==> src/rtl/mv_pattern6_check_if.sv <==
// Video stream bundle between a pattern source and the border-pattern checker.
// hs_q is the checker's one-cycle-delayed copy of hs, exposed as a sync monitor tap.
interface mv_pattern6_check_if;
    logic       hs;
    logic       vs;
    logic       de;
    logic [7:0] rgb_r;
    logic [7:0] rgb_g;
    logic [7:0] rgb_b;
    logic       hs_q;

    modport master (output hs, vs, de, rgb_r, rgb_g, rgb_b, input hs_q);
    modport slave  (input hs, vs, de, rgb_r, rgb_g, rgb_b, output hs_q);
endinterface

==> src/rtl/mv_pattern6_check.sv <==
// Locks onto a video stream of known geometry and checks a white-border / black-interior
// test pattern, counting mismatching pixels and reporting per-frame pass/fail.
module mv_pattern6_check #(
    parameter int ERR_W = 16
) (
    input  logic             clk,
    input  logic             rst_n,
    mv_pattern6_check_if.slave vid,
    input  logic [15:0]      hactive,
    input  logic [15:0]      vactive,
    input  logic             clr,
    output logic             locked,
    output logic             frame_done,
    output logic             frame_err,
    output logic [ERR_W-1:0] err_cnt,
    output logic [15:0]      frame_cnt,
    output logic [15:0]      meas_h,
    output logic [15:0]      meas_v
);

    typedef enum logic [1:0] {SEARCH, MEASURE, CHECK} state_t;

    state_t      state, state_nxt;
    logic        vs_d, de_d, hs_d;
    logic [15:0] x_cnt, y_cnt;
    logic        pix_flag, geom_flag;

    logic        vs_rise, de_fall, line_bad, geom_close, pix_bad, border;
    logic [15:0] px, py, h_last, v_last;
    logic [7:0]  exp_px;

    assign vs_rise    = vid.vs & ~vs_d;
    assign de_fall    = ~vid.de & de_d;
    assign line_bad   = de_fall && (x_cnt != hactive);
    // A line ending in the same cycle as vs_rise still belongs to the closing frame.
    assign geom_close = geom_flag | line_bad | (y_cnt != vactive);

    // A pixel coinciding with vs_rise is (0,0) of the new frame.
    assign px      = vs_rise ? 16'd0 : x_cnt;
    assign py      = vs_rise ? 16'd0 : y_cnt;
    assign h_last  = hactive - 16'd1;
    assign v_last  = vactive - 16'd1;
    assign border  = (px == 16'd0) || (py == 16'd0) || (px == h_last) || (py == v_last);
    assign exp_px  = border ? 8'hFF : 8'h00;
    assign pix_bad = (state == CHECK) && vid.de &&
                     ((vid.rgb_r != exp_px) || (vid.rgb_g != exp_px) || (vid.rgb_b != exp_px));

    assign vid.hs_q = hs_d;

    always_comb begin
        state_nxt = state;
        case (state)
            SEARCH:  if (vs_rise) state_nxt = MEASURE;
            MEASURE: if (vs_rise && !geom_close && (hactive != 16'd0) && (vactive != 16'd0))
                         state_nxt = CHECK;
            CHECK:   if (vs_rise && geom_close) state_nxt = MEASURE;
            default: state_nxt = SEARCH;
        endcase
    end

    always_ff @(posedge clk or negedge rst_n) begin
        if (!rst_n) begin
            state <= SEARCH;
            locked <= 1'b0;
        end else begin
            state <= state_nxt;
            locked <= (state_nxt == CHECK);
        end
    end

    always_ff @(posedge clk or negedge rst_n) begin
        if (!rst_n) begin
            vs_d      <= 1'b0;
            de_d      <= 1'b0;
            hs_d      <= 1'b0;
            x_cnt     <= '0;
            y_cnt     <= '0;
            meas_h    <= '0;
            meas_v    <= '0;
            geom_flag <= 1'b0;
            pix_flag  <= 1'b0;
        end else begin
            vs_d <= vid.vs;
            de_d <= vid.de;
            hs_d <= vid.hs;

            if (vid.de)
                x_cnt <= (px == 16'hFFFF) ? px : px + 16'd1;
            else if (de_fall || vs_rise)
                x_cnt <= '0;

            if (vs_rise)
                y_cnt <= '0;
            else if (de_fall && (y_cnt != 16'hFFFF))
                y_cnt <= y_cnt + 16'd1;

            if (de_fall) meas_h <= x_cnt;
            if (vs_rise) meas_v <= y_cnt;

            if (vs_rise)       geom_flag <= 1'b0;
            else if (line_bad) geom_flag <= 1'b1;

            if (vs_rise)      pix_flag <= pix_bad;
            else if (pix_bad) pix_flag <= 1'b1;
        end
    end

    always_ff @(posedge clk or negedge rst_n) begin
        if (!rst_n) begin
            frame_done <= 1'b0;
            frame_err  <= 1'b0;
            err_cnt    <= '0;
            frame_cnt  <= '0;
        end else begin
            frame_done <= vs_rise && (state == CHECK);
            if (vs_rise && (state == CHECK))
                frame_err <= pix_flag | geom_close;

            if (clr)
                err_cnt <= '0;
            else if (pix_bad && (err_cnt != {ERR_W{1'b1}}))
                err_cnt <= err_cnt + {{(ERR_W-1){1'b0}}, 1'b1};

            if (clr)
                frame_cnt <= '0;
            else if (vs_rise && (state == CHECK))
                frame_cnt <= frame_cnt + 16'd1;
        end
    end

endmodule

==> src/flat_wrapper.sv <==
// flat-port wrapper written by rule: the top's interface ports become plain ports
module mv_pattern6_check_flat 
#(
    parameter int ERR_W = 16
)
  (clk, rst_n, hactive, vactive, clr, locked, frame_done, frame_err, err_cnt, frame_cnt, meas_h, meas_v, vid_hs, vid_vs, vid_de, vid_rgb_r, vid_rgb_g, vid_rgb_b, vid_hs_q);
  mv_pattern6_check_if vid_i ();
  input  logic clk;
  input  logic rst_n;
  input  logic [15:0] hactive;
  input  logic [15:0] vactive;
  input  logic clr;
  output logic locked;
  output logic frame_done;
  output logic frame_err;
  output logic [ERR_W-1:0] err_cnt;
  output logic [15:0] frame_cnt;
  output logic [15:0] meas_h;
  output logic [15:0] meas_v;
  input wire logic [$bits(vid_i.hs)-1:0] vid_hs;
  input wire logic [$bits(vid_i.vs)-1:0] vid_vs;
  input wire logic [$bits(vid_i.de)-1:0] vid_de;
  input wire logic [$bits(vid_i.rgb_r)-1:0] vid_rgb_r;
  input wire logic [$bits(vid_i.rgb_g)-1:0] vid_rgb_g;
  input wire logic [$bits(vid_i.rgb_b)-1:0] vid_rgb_b;
  output wire logic [$bits(vid_i.hs_q)-1:0] vid_hs_q;
  assign vid_i.hs = vid_hs;
  assign vid_i.vs = vid_vs;
  assign vid_i.de = vid_de;
  assign vid_i.rgb_r = vid_rgb_r;
  assign vid_i.rgb_g = vid_rgb_g;
  assign vid_i.rgb_b = vid_rgb_b;
  assign vid_hs_q = vid_i.hs_q;
  mv_pattern6_check #(.ERR_W(ERR_W)) u_core (.clk(clk), .rst_n(rst_n), .vid(vid_i), .hactive(hactive), .vactive(vactive), .clr(clr), .locked(locked), .frame_done(frame_done), .frame_err(frame_err), .err_cnt(err_cnt), .frame_cnt(frame_cnt), .meas_h(meas_h), .meas_v(meas_v));
endmodule
==> config.mk <==
export PLATFORM = sky130hd
export DESIGN_NAME = mv_pattern6_check_flat
export DESIGN_NICKNAME = d
export VERILOG_FILES = /design/src/rtl/mv_pattern6_check_if.sv /design/src/rtl/mv_pattern6_check.sv /design/src/flat_wrapper.sv
export SDC_FILE = /design/constraint.sdc
export NUM_CORES = 1
export LEC_CHECK = 0
export BUFFER_PORTS_ARGS = -buffer_cell sky130_fd_sc_hd__buf_2
export CORE_AREA = 4 4 125 127
export DETAILED_ROUTE_END_ITERATION = 8
export DIE_AREA = 0 0 129 131
export GPL_TIMING_DRIVEN = 0
export PLACE_DENSITY = 0.75
export SYNTH_ARGS = -nofsm -noshare
export SYNTH_HDL_FRONTEND = slang
export SYNTH_SLANG_ARGS = --single-unit
==> constraint.sdc <==
create_clock -name clk -period 4.8 [get_ports clk]
set_clock_uncertainty 0.2 [all_clocks]
set_input_delay 0.48 -clock clk [delete_from_list [all_inputs] [get_ports clk]]
set_output_delay 0.48 -clock clk [all_outputs]
set_load 0.05 [all_outputs]
# Yosys cells after proc, flatten, opt, wreduce, memory -nomap -nowiden
# Cells that the tools add are included.
# Widths: inputs -> output; s select.
# totals
regBits	106
wordCells	89
# op_classes
addsub	6
n_eq_ne	13
muxes	20
bitwise	7
reduce_logical	28
# op_table
operator	n
$mux 16	11
$add 16x1->16 const B	4
$eq 16x16->1	2
$logic_not 16->1	2
$ne 16x16->1	2
$ne 16x16->1 const B	2
$reduce_bool 16->1	2
$sub 16x1->16 const B	2
$ne 8x8->1	3
$eq 16x16->1 const B	1
$reduce_bool 2->1	6
$logic_and 1x1->1	10
$mux 8	1
$logic_or 1x1->1	6
$mux 2	3
$pmux 2 s3	1
$eq 2x2->1 const B	2
$mux 1	4
$or 1x1->1	3
$and 1x1->1	2
$eq 2x1->1 const B	1
$logic_not 2->1	1
$not 1->1	2
$logic_not 1->1	1

# Longest topological paths before layout
# depth
depth_word	15
depth_mapped	16
ltp_nobuf	13

# Worst setup path after synthesis
# Ideal clock, no wire load.
# synth_path
path_type	in2reg
startpoint	in vid_vs
endpoint	reg u_core.x_cnt[15]
setup_time_ps	143
arrival_time_ps	3601
required_time_ps	4457
path_slack_ps	856
path_stages	16
n_path_buf	3
path_cell_list	nand2b_1 > clkbuf_1 > clkbuf_1 > buf_1 > nand2_1 > inv_1 > ha_1 > nand4_1 > nor4_1 > nand4_1 > and4_1 > and4_1 > nor4b_1 > and3_1 > a41oi_1 > a311oi_1
# synth_via
elab_chain_cells	5
elab_cells_between_ends	8
classes_between	add/sub: 1; eq/ne: 1; mux: 3; bitwise: 1; reduce/logical: 2
# synth_rtl
item	line_no	source
start: declaration	flat_wrapper.sv:21	input wire logic [$bits(vid_i.vs)-1:0] vid_vs;
$and 1x1->1 *	mv_pattern6_check.sv:32	assign vs_rise = vid.vs & ~vs_d;
$mux 16	mv_pattern6_check.sv:39	assign px = vs_rise ? 16'd0 : x_cnt;
$add 16x1->16 / $eq 16x16->1 (equally long branches)	mv_pattern6_check.sv:88	x_cnt <= (px == 16'hFFFF) ? px : px + 16'd1;
$mux 16	mv_pattern6_check.sv:88	
$mux 16	mv_pattern6_check.sv:87	if (vid.de)
end signal: assignment	mv_pattern6_check.sv:88	
end: declaration	mv_pattern6_check.sv:25	logic [15:0] x_cnt, y_cnt;
# Mark *: on every way between the ends. The rest lies on a longest branch, timed or not.
# A chain may end at the register's enable or synchronous reset.

# Worst setup path after layout
# layout_path
startpoint	reg u_core.vs_d
endpoint	reg u_core.x_cnt[15]
# layout_via
elab_chain_cells	6
elab_cells_between_ends	9
classes_between	add/sub: 1; eq/ne: 1; mux: 3; bitwise: 2; reduce/logical: 2
# layout_rtl
item	line_no	source
start: declaration	mv_pattern6_check.sv:24	logic vs_d, de_d, hs_d;
start signal: assignment	mv_pattern6_check.sv:83	vs_d <= vid.vs;
$not 1->1 *	mv_pattern6_check.sv:32	
$and 1x1->1 *	mv_pattern6_check.sv:32	
$mux 16	mv_pattern6_check.sv:39	
$add 16x1->16 / $eq 16x16->1 (equally long branches)	mv_pattern6_check.sv:88	
$mux 16	mv_pattern6_check.sv:88	
$mux 16	mv_pattern6_check.sv:87	
# Marks and branches as above.

==> results_dict.tcl <==
set metrics [dict create \
    worst_setup_path_end_kind "register" \
    rows 44 \
    peakVddDrop_v 0.000168 \
    hold_class "in -> reg" \
    max-clock-path-buffers 2 \
    vias 6923 \
    dpl-instance-area_um2 8020 \
    synth_edf_count 0 \
    drv_slew 0 \
    grt_usage 0.236 \
    wl_per_cell_um 16.7 \
    grt_pass1_vias 6341 \
    antenna_cells 0 \
    synth.area.mux_share 0.0303 \
    worst-slew-pin-transition_ns 0.870 \
    first_pass_iters 5 \
    synth_seq_cells 106 \
    synthTopCellsByCount "152 x nand2_1, 106 x dfrtp_1, 81 x nor2_1" \
    power_density_nw_per_um2 247 \
    final_cells 1187 \
    relSlewSlack 0.420 \
    ctsRootBufferMaster "clkbuf_16" \
    synth_seq_area_share 0.371 \
    dp_hpwl_um 14800 \
    antenna_found_initial 0 \
    worst-path-max-fanout 10 \
    power_mw 2.06 \
    htreeDepth 3 \
    coreArea_um2 14400 \
    routabilityCongestion 0.903 \
    synth_area_per_cell_um2 8.28 \
    worst_ep_arrival_time_ns 4.39 \
    cts_tree "yes" \
    netlist_area_um2 7150 \
    antenna_left 0 \
    synth_top_family_by_area "simple AND/OR/NAND/NOR gates" \
    hold_buffers 0 \
    fin_crit_sh 0.913 \
    initial_core_util 0.496 \
    leakagePower_nw 3.76 \
    required_ns 4.80 \
    status "completed" \
    ys.flop_type "dfrtp_1" \
    synth.distinct_cells 76 \
    io_buffers 123 \
    viasPerCell 5.83 \
    clock.fmax_mhz 228 \
    dieHeight_um 131 \
    layout-drive-gt1-share 0.179 \
    fp.dieW_um 129 \
    grt_start_max_net_pins 68 \
    grt_pass1_wl_um 32100 \
    start_kind "register" \
    cts.clk_slew.worst_paths_ns 0.07 \
    synth_nets 932 \
    synth_top_area_cell "dfrtp_1" \
    place_inst 1171 \
    syn_to_final_growth_pct 16.3 \
    nNetsFinal 1067 \
    synth_top_area_share 0.371 \
    period_minus_slack_ns 4.38 \
    synthTopCellsByArea "dfrtp_1 37%, nand2_1 8.0%, xor2_1 5.9%" \
    fill_cells 1354 \
    final_area_um2 8310 \
    gr-total-overflow 0 \
    routed_wl_um 19900 \
    dieArea_um2 16900 \
    yosysWarnings 0 \
    setup_viol 0 \
    drc 0 \
    synth_compound_area_frac 0.119 \
    synth-simple-area-share 0.314 \
    cts_buffers 9 \
    num_io_pins 130 \
    synth_xor_area_frac 0.104 \
    hold_violations 0 \
    cts_num_sinks 106 \
    synth_cells 863 \
    rsz0062_at_grt "false" \
    cap_violations 0 \
    post_cts_buffers 0 \
    path_class "reg -> reg" \
    async_reset_ff_frac 1.00 \
    clk_latency_ns 0.35 \
    drt_iter0_drc 589 \
    synthAdderAreaFrac 0.0123 \
    yosysMostFrequentCell "nand2_1" \
]
-- registers in the layout, indices dropped and copies added (netlist names), 2 cells and up --
register / flops
u_core.frame_cnt: 16
u_core.state: 2
u_core.err_cnt: 16
u_core.meas_v: 16
u_core.x_cnt: 16
u_core.meas_h: 16
u_core.y_cnt: 16
-- critical path, stage by stage (launching register included) --
cell	delay [ns]
dfrtp_1	0.34
nand2b_1	0.15
clkbuf_2	0.27
clkbuf_2	0.32
clkbuf_2	0.30
nand2_1	0.15
inv_1	0.09
ha_1	0.17
nand4_1	0.12
nor4_1	0.43
nand4_1	0.34
and4_1	0.39
and4_1	0.28
nor4b_1	0.18
and3_1	0.22
a41oi_1	0.20
a311oi_1	0.07
-- layout make-up --
cell class	instances	area, um2	area share
multi-input combinational	669	4140	0.498
clock inverter	6	65.1	0.00783
buffer	65	272	0.0327
sequential	106	2650	0.319
timing repair buffer	124	638	0.0767
clock buffer	10	229	0.0275
inverter	23	86.3	0.0104
tap	184	230	0.0277
-- cells by family (layout without fill, tap and decap cells) --
| kind of cell | count (synthesis) | after routing |
|---|---|---|
| and+or+nand+nor | 435 | 435 |
| adders and majority gates | 7 | 7 |
| buffers and inverters | 88 | 228 |
| xor gates and xnor gates | 83 | 83 |
| DFF | 106 | 106 |
| muxes | 17 | 17 |
| AOI/OAI and AO/OA | 127 | 127 |
-- through the flow --
stage          hold slack [ns]  setup TNS, ns  utilization  setup slack (ns)
5_1_grt                 0.0289              0        0.576             0.138
3_5_place_dp             0.259         -0.517        0.556            -0.256
2_1_floorplan          -0.0156              0            -             0.856
4_1_cts                 0.0236              0        0.576             0.118
6_report                0.0340              0        0.576             0.418
3_3_place_gp             0.255         -0.960        0.554            -0.295
-- what timing repair did --
action | CTS | global route
gates resized for setup | 1 | 3
pin swaps | 0 | 0
setup endpoints to repair | 1 | 3
-- layout by cell type, fill, tap and decap left out, drive strengths merged, types with 5 or more instances in the layout --
| cell type | count |
|---|---|
| nor3b | 7 |
| o21ai | 40 |
| a31oi | 9 |
| nor2 | 82 |
| inv | 24 |
| nor3 | 23 |
| and4 | 6 |
| nand2b | 11 |
| and2 | 6 |
| or3 | 13 |
| and3 | 13 |
| nand2 | 152 |
| mux2 | 13 |
| buf | 134 |
| xnor2 | 34 |
| nand3 | 33 |
| clkbuf | 65 |
| a21oi | 24 |
| ha | 7 |
| or4 | 9 |
| dfrtp | 106 |
| o2111ai | 5 |
| a41oi | 5 |
| nand4 | 19 |
| nor2b | 16 |
| xor2 | 48 |
| nor4 | 26 |
-- path summary, 6_finish.rpt --
path / start / slack (ns) / end / depth (start not counted)
worst max-delay path: u_core.vs_d$_DFF_PN0_ / 0.42 / u_core.x_cnt[15]$_DFFE_PN0P_ / 16
worst min-delay path: vid_hs / 0.03 / u_core.vid.hs_q$_DFF_PN0_ / 1
worst max register to register: u_core.vs_d$_DFF_PN0_ / 0.42 / u_core.x_cnt[15]$_DFFE_PN0P_ / 16
worst min register to register: u_core.meas_v[14]$_DFFE_PN0P_ / 0.27 / u_core.meas_v[14]$_DFFE_PN0P_ / 2
max in group asynchronous: rst_n / 3.64 / u_core.x_cnt[13]$_DFFE_PN0P_ / 2
min in group asynchronous: rst_n / 0.04 / u_core.frame_cnt[15]$_DFFE_PN0P_ / 1
-- metal layers --
metal  up-vias  GRT usage  routed length (um)
met2       309      0.372                9150
met5         -          0                   0
met3        33     0.0333                1520
li1       3281          -                   -
met1      3300      0.337                8830
met4         0     0.0735                 357
-- power by group --
group | internal, mW | switching [mW] | total (mW)
Clock | 0.406 | 0.344 | 0.751
Sequential | 0.918 | 0.0202 | 0.939
Combinational | 0.119 | 0.247 | 0.366
Total | 1.44 | 0.612 | 2.06
Note: power is estimated with default switching activity, not from simulation.
